--- config.mk ---
export PLATFORM = sky130hd
export DESIGN_NAME = cim_reg_bus_master
export DESIGN_NICKNAME = d
export VERILOG_FILES = /design/src/rtl/cim_reg_bus_master.sv
export SDC_FILE = /design/constraint.sdc
export NUM_CORES = 1
export LEC_CHECK = 0
export BUFFER_PORTS_ARGS = -buffer_cell sky130_fd_sc_hd__buf_2
export CAP_MARGIN = 0
export CORE_ASPECT_RATIO = 0.9
export CORE_MARGIN = 5
export CORE_UTILIZATION = 55
export CTS_CLUSTER_SIZE = 16
export DETAILED_ROUTE_END_ITERATION = 7
export PLACE_DENSITY = 0.73
export SLEW_MARGIN = 30
export SYNTH_ARGS = -nofsm -noshare
export SYNTH_HDL_FRONTEND = slang
export SYNTH_SLANG_ARGS = --single-unit
--- constraint.sdc ---
create_clock -name clk_i -period 7.2 [get_ports clk_i]
set_clock_uncertainty 0.1 [all_clocks]
set_input_delay 1.44 -clock clk_i [delete_from_list [all_inputs] [get_ports clk_i]]
set_output_delay 1.44 -clock clk_i [all_outputs]
set_load 0.05 [all_outputs]
--- src/rtl/cim_reg_bus_master.sv ---
// REG_BUS initiator for the CIM core: drains a command FIFO and issues one
// register transaction at a time, returning rdata/error/timeout per command.
module cim_reg_bus_master #(
  parameter int unsigned ADDR_WIDTH     = 32,
  parameter int unsigned DATA_WIDTH     = 32,
  parameter int unsigned CMD_FIFO_DEPTH = 4,
  parameter int unsigned TIMEOUT_CYCLES = 255
) (
  input  logic                    clk_i,
  input  logic                    rst_ni,
  input  logic                    cmd_valid_i,
  output logic                    cmd_ready_o,
  input  logic                    cmd_write_i,
  input  logic [ADDR_WIDTH-1:0]   cmd_addr_i,
  input  logic [DATA_WIDTH-1:0]   cmd_wdata_i,
  input  logic [DATA_WIDTH/8-1:0] cmd_wstrb_i,
  output logic                    rsp_valid_o,
  input  logic                    rsp_ready_i,
  output logic [DATA_WIDTH-1:0]   rsp_rdata_o,
  output logic                    rsp_error_o,
  output logic                    rsp_timeout_o,
  output logic                    reg_valid_o,
  output logic                    reg_write_o,
  output logic [ADDR_WIDTH-1:0]   reg_addr_o,
  output logic [DATA_WIDTH-1:0]   reg_wdata_o,
  output logic [DATA_WIDTH/8-1:0] reg_wstrb_o,
  input  logic [DATA_WIDTH-1:0]   reg_rdata_i,
  input  logic                    reg_error_i,
  input  logic                    reg_ready_i,
  output logic                    busy_o,
  output logic [7:0]              timeout_cnt_o
);

  localparam int unsigned STRB_WIDTH = DATA_WIDTH / 8;
  localparam int unsigned PTR_W      = $clog2(CMD_FIFO_DEPTH);
  localparam int unsigned WD_W       = $clog2(TIMEOUT_CYCLES + 1);
  localparam logic [WD_W-1:0] WD_LAST = WD_W'(TIMEOUT_CYCLES - 1);

  typedef struct packed {
    logic                  write;
    logic [ADDR_WIDTH-1:0] addr;
    logic [DATA_WIDTH-1:0] wdata;
    logic [STRB_WIDTH-1:0] wstrb;
  } cmd_t;

  typedef enum logic [1:0] {IDLE, ISSUE, RESP} state_t;

  cmd_t             fifo_mem [CMD_FIFO_DEPTH];
  logic [PTR_W:0]   wr_ptr, rd_ptr, wr_next, rd_next;
  logic             empty, push, pop, capture, abort, cmd_ready_q;
  state_t           state_q, state_d;
  cmd_t             issue_q;
  logic [WD_W-1:0]  wd_q;
  logic [DATA_WIDTH-1:0] rsp_rdata_q;
  logic             rsp_error_q, rsp_timeout_q;
  logic [7:0]       tmo_cnt_q;

  // Extra MSB on each pointer separates full from empty when indices match.
  assign empty   = (wr_ptr == rd_ptr);
  assign push    = cmd_valid_i && cmd_ready_q;
  assign wr_next = wr_ptr + {{PTR_W{1'b0}}, push};
  assign rd_next = rd_ptr + {{PTR_W{1'b0}}, pop};

  always_ff @(posedge clk_i or negedge rst_ni) begin
    if (!rst_ni) begin
      wr_ptr      <= '0;
      rd_ptr      <= '0;
      cmd_ready_q <= 1'b0;
    end else begin
      wr_ptr      <= wr_next;
      rd_ptr      <= rd_next;
      cmd_ready_q <= !((wr_next[PTR_W] != rd_next[PTR_W]) &&
                       (wr_next[PTR_W-1:0] == rd_next[PTR_W-1:0]));
    end
  end

  always_ff @(posedge clk_i) begin
    if (push) fifo_mem[wr_ptr[PTR_W-1:0]] <= '{write: cmd_write_i, addr: cmd_addr_i,
                                              wdata: cmd_wdata_i, wstrb: cmd_wstrb_i};
  end

  always_ff @(posedge clk_i or negedge rst_ni) begin
    if (!rst_ni) state_q <= IDLE;
    else         state_q <= state_d;
  end

  // Ready on the last watchdog cycle takes priority over the abort.
  always_comb begin
    state_d = state_q;
    pop     = 1'b0;
    capture = 1'b0;
    abort   = 1'b0;
    case (state_q)
      IDLE: if (!empty) begin
        pop     = 1'b1;
        state_d = ISSUE;
      end
      ISSUE: if (reg_ready_i) begin
        capture = 1'b1;
        state_d = RESP;
      end else if (wd_q == WD_LAST) begin
        abort   = 1'b1;
        state_d = RESP;
      end
      RESP: if (rsp_ready_i) state_d = IDLE;
      default: state_d = IDLE;
    endcase
  end

  always_ff @(posedge clk_i or negedge rst_ni) begin
    if (!rst_ni) begin
      issue_q       <= '0;
      wd_q          <= '0;
      rsp_rdata_q   <= '0;
      rsp_error_q   <= 1'b0;
      rsp_timeout_q <= 1'b0;
      tmo_cnt_q     <= '0;
    end else begin
      if (pop) begin
        issue_q <= fifo_mem[rd_ptr[PTR_W-1:0]];
        wd_q    <= '0;
      end else if (state_q == ISSUE && !reg_ready_i && !abort) begin
        wd_q <= wd_q + 1'b1;
      end
      if (capture) begin
        rsp_rdata_q   <= issue_q.write ? '0 : reg_rdata_i;
        rsp_error_q   <= reg_error_i;
        rsp_timeout_q <= 1'b0;
      end else if (abort) begin
        rsp_rdata_q   <= '0;
        rsp_error_q   <= 1'b1;
        rsp_timeout_q <= 1'b1;
        if (tmo_cnt_q != 8'hFF) tmo_cnt_q <= tmo_cnt_q + 8'd1;
      end
    end
  end

  assign cmd_ready_o   = cmd_ready_q;
  assign reg_valid_o   = (state_q == ISSUE);
  assign reg_write_o   = issue_q.write;
  assign reg_addr_o    = issue_q.addr;
  assign reg_wdata_o   = issue_q.wdata;
  assign reg_wstrb_o   = issue_q.wstrb;
  assign rsp_valid_o   = (state_q == RESP);
  assign rsp_rdata_o   = rsp_rdata_q;
  assign rsp_error_o   = rsp_error_q;
  assign rsp_timeout_o = rsp_timeout_q;
  assign busy_o        = !empty || (state_q != IDLE);
  assign timeout_cnt_o = tmo_cnt_q;

endmodule

==> run metrics, run 1 <==
Clock transition at path regs=roughly 0.060 ns; Post-Syn Area=roughly 15000 sq um; worst rel slew slack=roughly two fifths; setup violators final=0; Hold Violations, Final=0; Seq cells post-synth=roughly 400; ANT nets after route=0; initial detailed-routing violation count=between 400 and 500; row cnt=57; hold buffers post-CTS=0; Core Region=~27000 sq um; Post-route DRC=0; maxcap violations=0; f_max=270 MHz; Vias=around 7600; synth warn=0; Buffers on Ports=between 200 and 250; vias in the first global route=between 7000 and 8000; Hold WC Path Type=flop to flop; CP endpoint kind=primary output; initial antenna violation count=8; drt wl/cell=around 22 um; largest net degree at the start of global routing=slightly above 70; Avg Vias per Cell=approximately 5.7; PD cells=478 nW/um^2; Num CTS Buffers=39; fin crit share=between 50% and 60%; GPL Wtd Cong=~0.8; Peak VDD IR=around 320 uV; htree depth=2; CTS resizes=0; outcome=finished, final reports clean; die area=about 30000 sq um; Slew Viols, Final=0; NumNets Final=1060; RSZ-0062 raised after global routing=false; LEAKAGE=slightly below 7 nW; PnR worst setup slack=3.50 ns; HPWL Detailed=between 15000 and 20000 um; fillers=approximately 1800; die height=166 um; Layout area overhead=18.9%; grt ovf=0; Cells after Synth=705; first-pass GRT wire length=between 40000 and 50000 um; Pre-Repair DR Iteration Count=5; I/O pin count=approximately 220; layout cells sized above 1=45.3%; worst-skew pair later-pin latency=0.51 ns; die extent in x=between 150 and 200 um; placed instance area=around 16000 sq um; CTS tree=done; Tot GR Track Use=between 10% and 20%; synth unique cells=39; setup_tns=0 ns; Clock Tree Root=clkbuf_16; CP Class=flop to primary output; final WL=29400 um; Worst Path Required=5.66 ns; post-layout min period=around 3.7 ns; post-synthesis net count=818; final instance area=about 18000 sq um; Async SR Flop Fraction=between 30% and 40%; Initial Util=55.4%; setup bufs post-CTS=0; crit start category=flop; pre-CTS setup slack=~3.5 ns; syn_area_per_cell=between 20 and 25 sq um; CP max FO=32; Post-synth EDFFs=276; Data arrival, critical path=2.16 ns; TritonCTS Sinks=just over 400; Main synth FF type=edfxtp_1; CTS max path bufs=3; slew of the pin with the lowest slew margin=around 0.91 ns; sequential cell area fraction in the yosys report=77.1%
## sequential cells by signal, indices dropped and copies added, names as in the netlist
name           flops
wr_ptr             3
state_q            2
reg_addr_o        32
timeout_cnt_o      8
rsp_timeout_o      1
reg_write_o        1
cmd_ready_o        1
fifo_mem         276
rd_ptr             3
wd_q               8
reg_wdata_o       32
rsp_rdata_o       32
reg_wstrb_o        4
rsp_error_o        1
## per-stage QoR
stage          hold slack [ns]  utilization, %  power (W)  std cells
2_1_floorplan            0.392               -    0.00583        705
3_5_place_dp             0.387            61.3    0.00664       1260
4_1_cts                  0.396            65.9    0.00859       1330
3_3_place_gp             0.383            61.3    0.00657       1260
6_report                 0.394            65.9    0.00848       1331
5_1_grt                  0.409            65.9    0.00890       1331
## synthesized netlist by cell type, types with 2 or more instances
cell        n  area share, %
buf_2      10           0.34
o21ai_0     2          0.067
nor2b_1     2          0.084
buf_1       5           0.13
a211oi_1    2           0.10
ha_1        6           0.50
xor2_1     11           0.65
a21oi_1     8           0.27
nor3b_1     2           0.10
a22o_1     32            1.9
dfrtp_1   128             21
mux4_2     69             10
or4_1       2           0.10
nand2_1     5           0.13
edfxtp_1  276             56
and3_1      2          0.084
nand4_1     5           0.21
xnor2_1     7           0.41
nand3_1     9           0.30
inv_1       4           0.10
mux2_2     70            5.3
nor2_1     14           0.35
clkbuf_1   14           0.35
nor3_1      4           0.13
o31ai_1     2           0.10
## final cells by class
type	instances	area, sq um	area share, %
Tap cell	354	443	2.50
Antenna cell	1	2.50	0.0141
Clock buffer	55	1150	6.48
Clock inverter	15	77.6	0.438
Inverter	4	15.0	0.0847
Timing Repair Buffer	231	1210	6.81
Multi-Input combinational cell	267	3330	18.8
Sequential cell	404	11500	64.9
## layout by cell type (no fill, tap or decap), types with 8 or more instances in the layout
cell type  instances
a21oi_1            8
a22o_1            32
buf_2            220
clkbuf_16         41
clkinv_2          11
dfrtp_1          126
edfxtp_1         276
mux2_2            70
mux4_2            69
nand3_1            9
nor2_1            13
xor2_1            11
## worst paths after layout
kind	startpoint	end	slack, ns	cells after the start
setup / recovery	rd_ptr[0]	busy_o	3.50	3
hold / removal	timeout_cnt_o[7]	timeout_cnt_o[7]	0.39	1
setup reg to reg	rd_ptr[0]	cmd_ready_o	3.89	9
hold reg to reg	timeout_cnt_o[7]	timeout_cnt_o[7]	0.39	1
max in group asynchronous	rst_ni	rd_ptr[1]	4.82	2
min in group asynchronous	rst_ni	timeout_cnt_o[3]	0.85	1
## logic make-up after synthesis
family	after synthesis	share of synthesized area [%]
AO/OA/AOI/OAI	51	2.70
adder cells (fa/ha/maj)	6	0.504
flip-flops	404	77.1
buffers and inverters	34	0.966
AND/OR/NAND/NOR	52	1.87
multiplexers	140	15.8
XOR/XNOR	18	1.06
## worst max-delay path, cell delays in order, from the launching register on
cell	delay (ns)
dfrtp_4	0.73
xnor2_1	0.42
nand4_1	0.23
buf_2	0.27
## metal layers
layer  vias up  global-route usage, %  share of wire, %
met1      3908                   28.0                42
met5         -                      0              0.26
met4        14                   4.24               1.9
met2       285                   30.7                48
met3        56                   4.69               7.7
li1       3328                      -                 -
## power breakdown
part           internal, W  leakage (nW)  switching, W
Sequential         0.00313          4.10      0.000325
Combinational      0.00114          2.06       0.00195
Clock              0.00111         0.610      0.000814
Total              0.00539          6.78       0.00308
Note: power is estimated with default switching activity, not from simulation.
==> inputs of run 2 (changes only) <==
--- a/config.mk
+++ b/config.mk
@@ -5,6 +5,7 @@
 export SDC_FILE = /design/constraint.sdc
 export NUM_CORES = 1
 export LEC_CHECK = 0
+export ABC_AREA = 1
 export BUFFER_PORTS_ARGS = -buffer_cell sky130_fd_sc_hd__buf_2
 export CAP_MARGIN = 0
 export CORE_ASPECT_RATIO = 0.9
==> constraint.sdc (replaced) <==
create_clock -name clk_i -period 3.8 [get_ports clk_i]
set_clock_uncertainty 0.1 [all_clocks]
set_input_delay 0.76 -clock clk_i [delete_from_list [all_inputs] [get_ports clk_i]]
set_output_delay 0.76 -clock clk_i [all_outputs]
set_load 0.05 [all_outputs]
==> run metrics, run 2 <==
sequential cell area fraction in the yosys report=73.7% (-3.4 points); clock share of power=22.7% (about the same); worst-skew pair later-pin latency=0.52 ns (about the same); post-synthesis net count=1396 (+71%); Worst Path Required=2.94 ns (-2.72 ns); Slew Viols, Final=0 (unchanged); max FFs per register=276 (unchanged); initial detailed-routing violation count=744 (+62%); crit start category=flop; area of the multi-input gates=3530 sq um (+6.1%); pre-CTS setup slack=0.959 ns (-2.51 ns); syn_area_per_cell=12.1 sq um (-43%); Initial Util=55.8% (+0.35 points); RSZ-0062 raised after global routing=false; largest net degree at the start of global routing=141 (+99%); die height=170 um (+2.1%); die extent in x=187 um (+2.1%); Tot GR Track Use=20.8% (+1.4 points); CTS max path bufs=3 (unchanged); Peak VDD IR=674 uV (+110%); top cell type's share of synthesized area=53.2% (-2.4 points); Util after Layout=65.6% (-0.36 points); synth unique cells=32 (-18%); f_max=342 MHz; Main synth FF type=edfxtp_1; Num CTS Buffers=40 (+2.6%); final WL=33300 um (+13%); slew of the pin with the lowest slew margin=0.877 ns (-0.0352 ns); Gate power share=37.9% (+1.4 points); Clock Tree Root=clkbuf_16; fillers=2065 (+14%); Buffers on Ports=221 (unchanged); CTS resizes=0 (unchanged); die area=31800 sq um (+4.3%); PnR worst setup slack=0.876 ns (-2.62 ns); htree depth=2 (unchanged); Antenna diodes=0 (-1); TritonCTS Sinks=404 (unchanged); first-pass GRT wire length=53300 um (+15%); Sw Share=41.8% (+5.4 points); maxcap violations=0 (unchanged); Avg Vias per Cell=5.41 (-5.1%); hold buffers post-CTS=0 (unchanged); Data arrival, critical path=2.06 ns (-0.10 ns); most common cell after layout, fill and taps aside=nand2_1; CP max FO=69 (+120%); drt wl/cell=17.7 um (-20%); cell taking the most area after synthesis=edfxtp_1; Seq cells post-synth=404 (unchanged); CP Class=flop to primary output; setup violators final=0 (unchanged); Post-route DRC=0 (unchanged); LEAKAGE=7.68 nW (+13%); Net Sw Power=0.00703 W (+130%); worst rel slew slack=41.6% (+2.3 points); most common cell in the netlist=nand2_1; post-layout min period=just under 3 ns; Async SR Flop Fraction=31.7% (unchanged); top post-synthesis cells by area=edfxtp_1, dfrtp_1, nand2_1; vias in the first global route=10100 (+26%); internal power component=0.00981 W (+82%); Post-Syn Area=15600 sq um (+4.6%); CP endpoint kind=primary output; Clock transition at path regs=0.06 ns (about the same); fin crit share=77.0%; CTS tree=done; layout cells sized above 1=20.3% (-25 points); Cells after Synth=1283 (+82%); ANT nets after route=0 (unchanged); Post-synth EDFFs=276 (unchanged); NumNets Final=1602 (+51%); Synth top cells by count=nand2_1, edfxtp_1, nor2_1, dfrtp_1, o21ai_0; initial antenna violation count=9 (+1); I/O pin count=222 (unchanged); row cnt=58 (+1.8%); synth warn=0 (unchanged); Pre-Repair DR Iteration Count=5 (unchanged); HPWL Detailed=19300 um (+9.9%); outcome=finished, final reports clean; most frequent cells in the layout=nand2_1, edfxtp_1, nor2_1; Hold Violations, Final=0 (unchanged); setup bufs post-CTS=0 (unchanged); Vias=10200 (+34%); Layout area overhead=17.5%; register area=11500 sq um (unchanged); Reg power frac=39.4% (-1.4 points); grt ovf=0 (unchanged); PD cells=919 nW/um^2 (+92%); Core Region=27900 sq um (+3.9%); GPL Wtd Cong=0.800 (-0.98%); Hold WC Path Type=primary input to asynchronous set/reset pin
-- run 2: cell types whose count changed after synthesis, sizes merged, moves of 12 or more --
cell    before  now
mux4        69    0
buf         16   42
a22o        32    0
nand2        5  294
inv          4   64
mux2        71    0
o21ai        3  105
clkbuf      14   26
o32ai        0   69
nor2        14  224
-- run 2: through the flow --
stage | area [sq um] | TNS (ns) | instances | hold slack (ns) | total power [W]
after floorplan | 15600 | -102.56 | 1283 | 0.364 | 0.0115
after global routing | 18300 | 0 | 1880 | 0.269 | 0.0178
after global placement | 17000 | 0 | 1807 | 0.357 | 0.0130
after CTS | 18300 | 0 | 1880 | 0.217 | 0.0170
final | 18300 | 0 | 1880 | 0.189 | 0.0168
after detailed placement | 17000 | 0 | 1807 | 0.360 | 0.0132
-- run 2: final cells by class --
class | instances | area share (%)
multi-input combinational | 747 | 19.3
clock inverter | 10 | 0.458
inverter | 64 | 1.34
timing repair buffer | 232 | 7.07
sequential | 404 | 62.8
clock buffer | 63 | 6.61
tap | 360 | 2.46
-- run 2: final timing paths --
kind | from | to | slack [ns] | cells past startpoint
max in group asynchronous | rst_ni | reg_addr_o[1] | 2.65 | 2
max | rd_ptr[0] | busy_o | 0.88 | 5
min | rst_ni | rsp_rdata_o[29] | 0.19 | 1
min in group clk_i | rsp_ready_i | state_q[1] | 0.33 | 2
max reg2reg | rd_ptr[1] | reg_addr_o[12] | 1.01 | 6
min reg2reg | reg_wdata_o[13] | reg_wdata_o[13] | 0.37 | 2
-- run 2: routing by layer --
metal / GRT usage, % / routed length (um) / up-vias
li1: - / - / 4831
met1: 28.4 / 14400 / 4963
met2: 34.0 / 15700 / 298
met3: 5.55 / 2400 / 69
met4: 4.88 / 618 / 18
met5: 0 / 111 / -
-- run 2: logic make-up after synthesis --
logic type / Yosys count / synth area share [%]
XOR/XNOR: 9 / 0.506
adder cells (fa/ha/maj): 6 / 0.482
buffers and inverters: 132 / 3.89
AO/OA/AOI/OAI: 180 / 7.50
flip-flops: 404 / 73.7
AND/OR/NAND/NOR: 552 / 13.9
-- run 2: worst max-delay path, cell delays in order, from the launching register on --
cell and delay [ns]:
dfrtp_4 0.91, inv_4 0.07, nand2_1 0.11, nand2_2 0.06, nand4_1 0.11, buf_2 0.28
-- run 2: power by group through the flow --
stage,combinational (W),clock (W),sequential [W]
2_1_floorplan,0.00316,0,0.00834
3_3_place_gp,0.00631,0,0.00669
3_5_place_dp,0.00645,0,0.00671
4_1_cts,0.00646,0.00389,0.00664
5_1_grt,0.00697,0.00409,0.00677
6_report,0.00638,0.00382,0.00664
==> inputs of run 3 (changes only) <==
--- a/config.mk
+++ b/config.mk
@@ -5,15 +5,15 @@
 export SDC_FILE = /design/constraint.sdc
 export NUM_CORES = 1
 export LEC_CHECK = 0
-export ABC_AREA = 1
+export ABC_AREA = 0
 export BUFFER_PORTS_ARGS = -buffer_cell sky130_fd_sc_hd__buf_2
 export CAP_MARGIN = 0
 export CORE_ASPECT_RATIO = 0.9
 export CORE_MARGIN = 5
-export CORE_UTILIZATION = 55
+export CORE_UTILIZATION = 51
 export CTS_CLUSTER_SIZE = 16
 export DETAILED_ROUTE_END_ITERATION = 7
-export PLACE_DENSITY = 0.73
+export PLACE_DENSITY = 0.71
 export SLEW_MARGIN = 30
 export SYNTH_ARGS = -nofsm -noshare
 export SYNTH_HDL_FRONTEND = slang
==> constraint.sdc (replaced) <==
create_clock -name clk_i -period 2.4 [get_ports clk_i]
set_clock_uncertainty 0.1 [all_clocks]
set_input_delay 0.48 -clock clk_i [delete_from_list [all_inputs] [get_ports clk_i]]
set_output_delay 0.48 -clock clk_i [all_outputs]
set_load 0.05 [all_outputs]
==> run metrics, run 3 (synthesis results as in run 1) <==
Clock transition at path regs=0.06 ns (about the same); Worst Path Required=2.70 ns (-0.24 ns); Hold Violations, Final=0 (unchanged); Num CTS Buffers=40 (unchanged); PnR Total Power=0.0263 W (+56%); Data arrival, critical path=2.57 ns (+0.51 ns); CTS tree=done; LEAKAGE=6.95 nW (-9.4%); RSZ-0062 raised after global routing=true; Slew Viols, Final=0 (unchanged); largest net degree at the start of global routing=80 (-43%); layout cells sized above 1=46.7% (+26 points); die height=172 um (+1.5%); R2R cell count=8 (+2); PD cells=1450 nW/um^2 (+57%); worst hold start=cmd_addr_i[1]; maxcap violations=0 (unchanged); drt wl/cell=21.1 um (+19%); Pre-Repair DR Iteration Count=4 (-1); vias in the first global route=8153 (-19%); outcome=finished, final reports clean; worst-skew pair later-pin latency=0.52 ns (about the same); CP Class=flop to flop; die extent in x=190 um (+1.5%); CTS max path bufs=3 (unchanged); Avg Vias per Cell=5.41 (about the same); f_max=441 MHz; slew of the pin with the lowest slew margin=0.692 ns (-0.185 ns); Hold EP=fifo_mem[1][37]; Clock Tree Root=clkbuf_16; Hold Path Stages=1; Post-route DRC=0 (unchanged); Initial Util=51.6% (-4.1 points); fin crit share=94.5%; r2r endpoint=cmd_ready_o; CP endpoint kind=flop; die area=32700 sq um (+3.0%); Buffers on Ports=221 (unchanged); HPWL Detailed=18000 um (-7.0%); Vias=7537 (-26%); grt ovf=0 (unchanged); setup violators final=0 (unchanged); Tot GR Track Use=18.2% (-2.5 points); first-pass GRT wire length=46400 um (-13%); post-layout min period=2.27 ns; cell breakdown of the critical path=xnor2_2, a311oi_4, and2_4, ha_4, xor2_2, xor2_1, nand3b_1, mux2_4; TritonCTS Sinks=404 (unchanged); Crit-path slowest cell=dfrtp_4; final WL=29400 um (-12%); initial detailed-routing violation count=407 (-45%); most frequent cells in the layout=edfxtp_1, buf_2, dfrtp_1; CP max FO=3 (-96%); initial antenna violation count=5 (-4); most common cell after layout, fill and taps aside=edfxtp_1; htree depth=2 (unchanged); Peak VDD IR=998 uV (+48%); NumNets Final=1076 (-33%); worst rel slew slack=53.9% (+12 points); fillers=2057 (-0.39%); ANT nets after route=0 (unchanged); Layout area overhead=22.0%; I/O pin count=222 (unchanged); Util after Layout=63.0% (-2.5 points); GPL Wtd Cong=0.765 (-4.4%); Hold WS=0.0669 ns (-0.122 ns); crit start category=flop; Core Region=28900 sq um (+3.3%); row cnt=59 (+1.7%); CP max stage delay=0.49 ns (-0.42 ns); flop-to-flop setup slack=0.13 ns (-0.88 ns); Hold WC Path Type=primary input to flop; R2R Path Start=rd_ptr[1]; max FFs per register=276 (unchanged)
[run 3: cell count changes in the layout (fill, tap and decap cells not counted), moves of 29 or more]
cell / change
nand2_1: -285
o21ai_0: -74
mux2_2: +70
o32ai_1: -69
a22o_1: +32
nor2_1: -208
inv_1: -57
o21ai_1: -29
mux4_2: +69
[run 3: cell type report]
type	count	area (sq um)	area share [%]
multi-input cells	267	3380	18.6
repair buffers	246	1430	7.85
flip-flops and latches	404	11500	63.2
inverters	4	15.0	0.0826
clock buffers	63	1180	6.48
clock inverters	11	190	1.05
diodes	1	2.50	0.0138
well taps	396	495	2.72
[run 3: worst max-delay path by stage]
stage	from	end	slack, ns	cells past startpoint
detailed placement	rd_ptr[1]	cmd_ready_o	0.10	5
global route	rd_ptr[1]	cmd_ready_o	-0.02	8
finish	rd_ptr[1]	cmd_ready_o	0.13	8
global placement	rd_ptr[1]	cmd_ready_o	0.13	8
CTS	state_q[0]	reg_valid_o	0.02	2
floorplan	cmd_ready_o	fifo_mem[1][0]	-0.60	2
[run 3: repair_timing]
item,4_1_cts,5_1_grt
endpoints found under the setup margin,0,2
setup buffers,0,0
hold endpoints to repair,41,0
hold buffers,1,0
gates resized for setup,0,3
[run 3: power breakdown]
| part | total (W) | switching, W | internal [W] |
|---|---|---|---|
| sequential | 0.0101 | 0.000747 | 0.00940 |
| clock | 0.00640 | 0.00248 | 0.00392 |
| combinational | 0.00978 | 0.00608 | 0.00370 |
| total | 0.0263 | 0.00930 | 0.0170 |
[run 3: through the flow]
stage	area [sq um]	cells	setup TNS, ns	setup WS, ns
finish	18200	1392	0	0.131
global route	18200	1392	-0.0241	-0.0241
CTS	18200	1391	0	0.0194
detailed placement	16800	1316	0	0.102
global placement	16800	1316	0	0.129
floorplan	15000	705	-111.18	-0.603
[run 3: routing by layer]
layer,share of wire (%),global-route usage [%]
met2,48,29.4
met4,1.4,3.84
met3,6.6,4.18
met5,0.13,0
met1,44,26.2
[run 3: critical path, delay by kind of cell, from the launching register on]
| family | cells | cell delay (ns) |
|---|---|---|
| AO/OA/AOI/OAI | 1 | 0.33 |
| XOR/XNOR | 3 | 0.54 |
| adder cells (fa/ha/maj) | 1 | 0.13 |
| flip-flops | 1 | 0.49 |
| multiplexers | 1 | 0.27 |
| AND/OR/NAND/NOR | 2 | 0.30 |
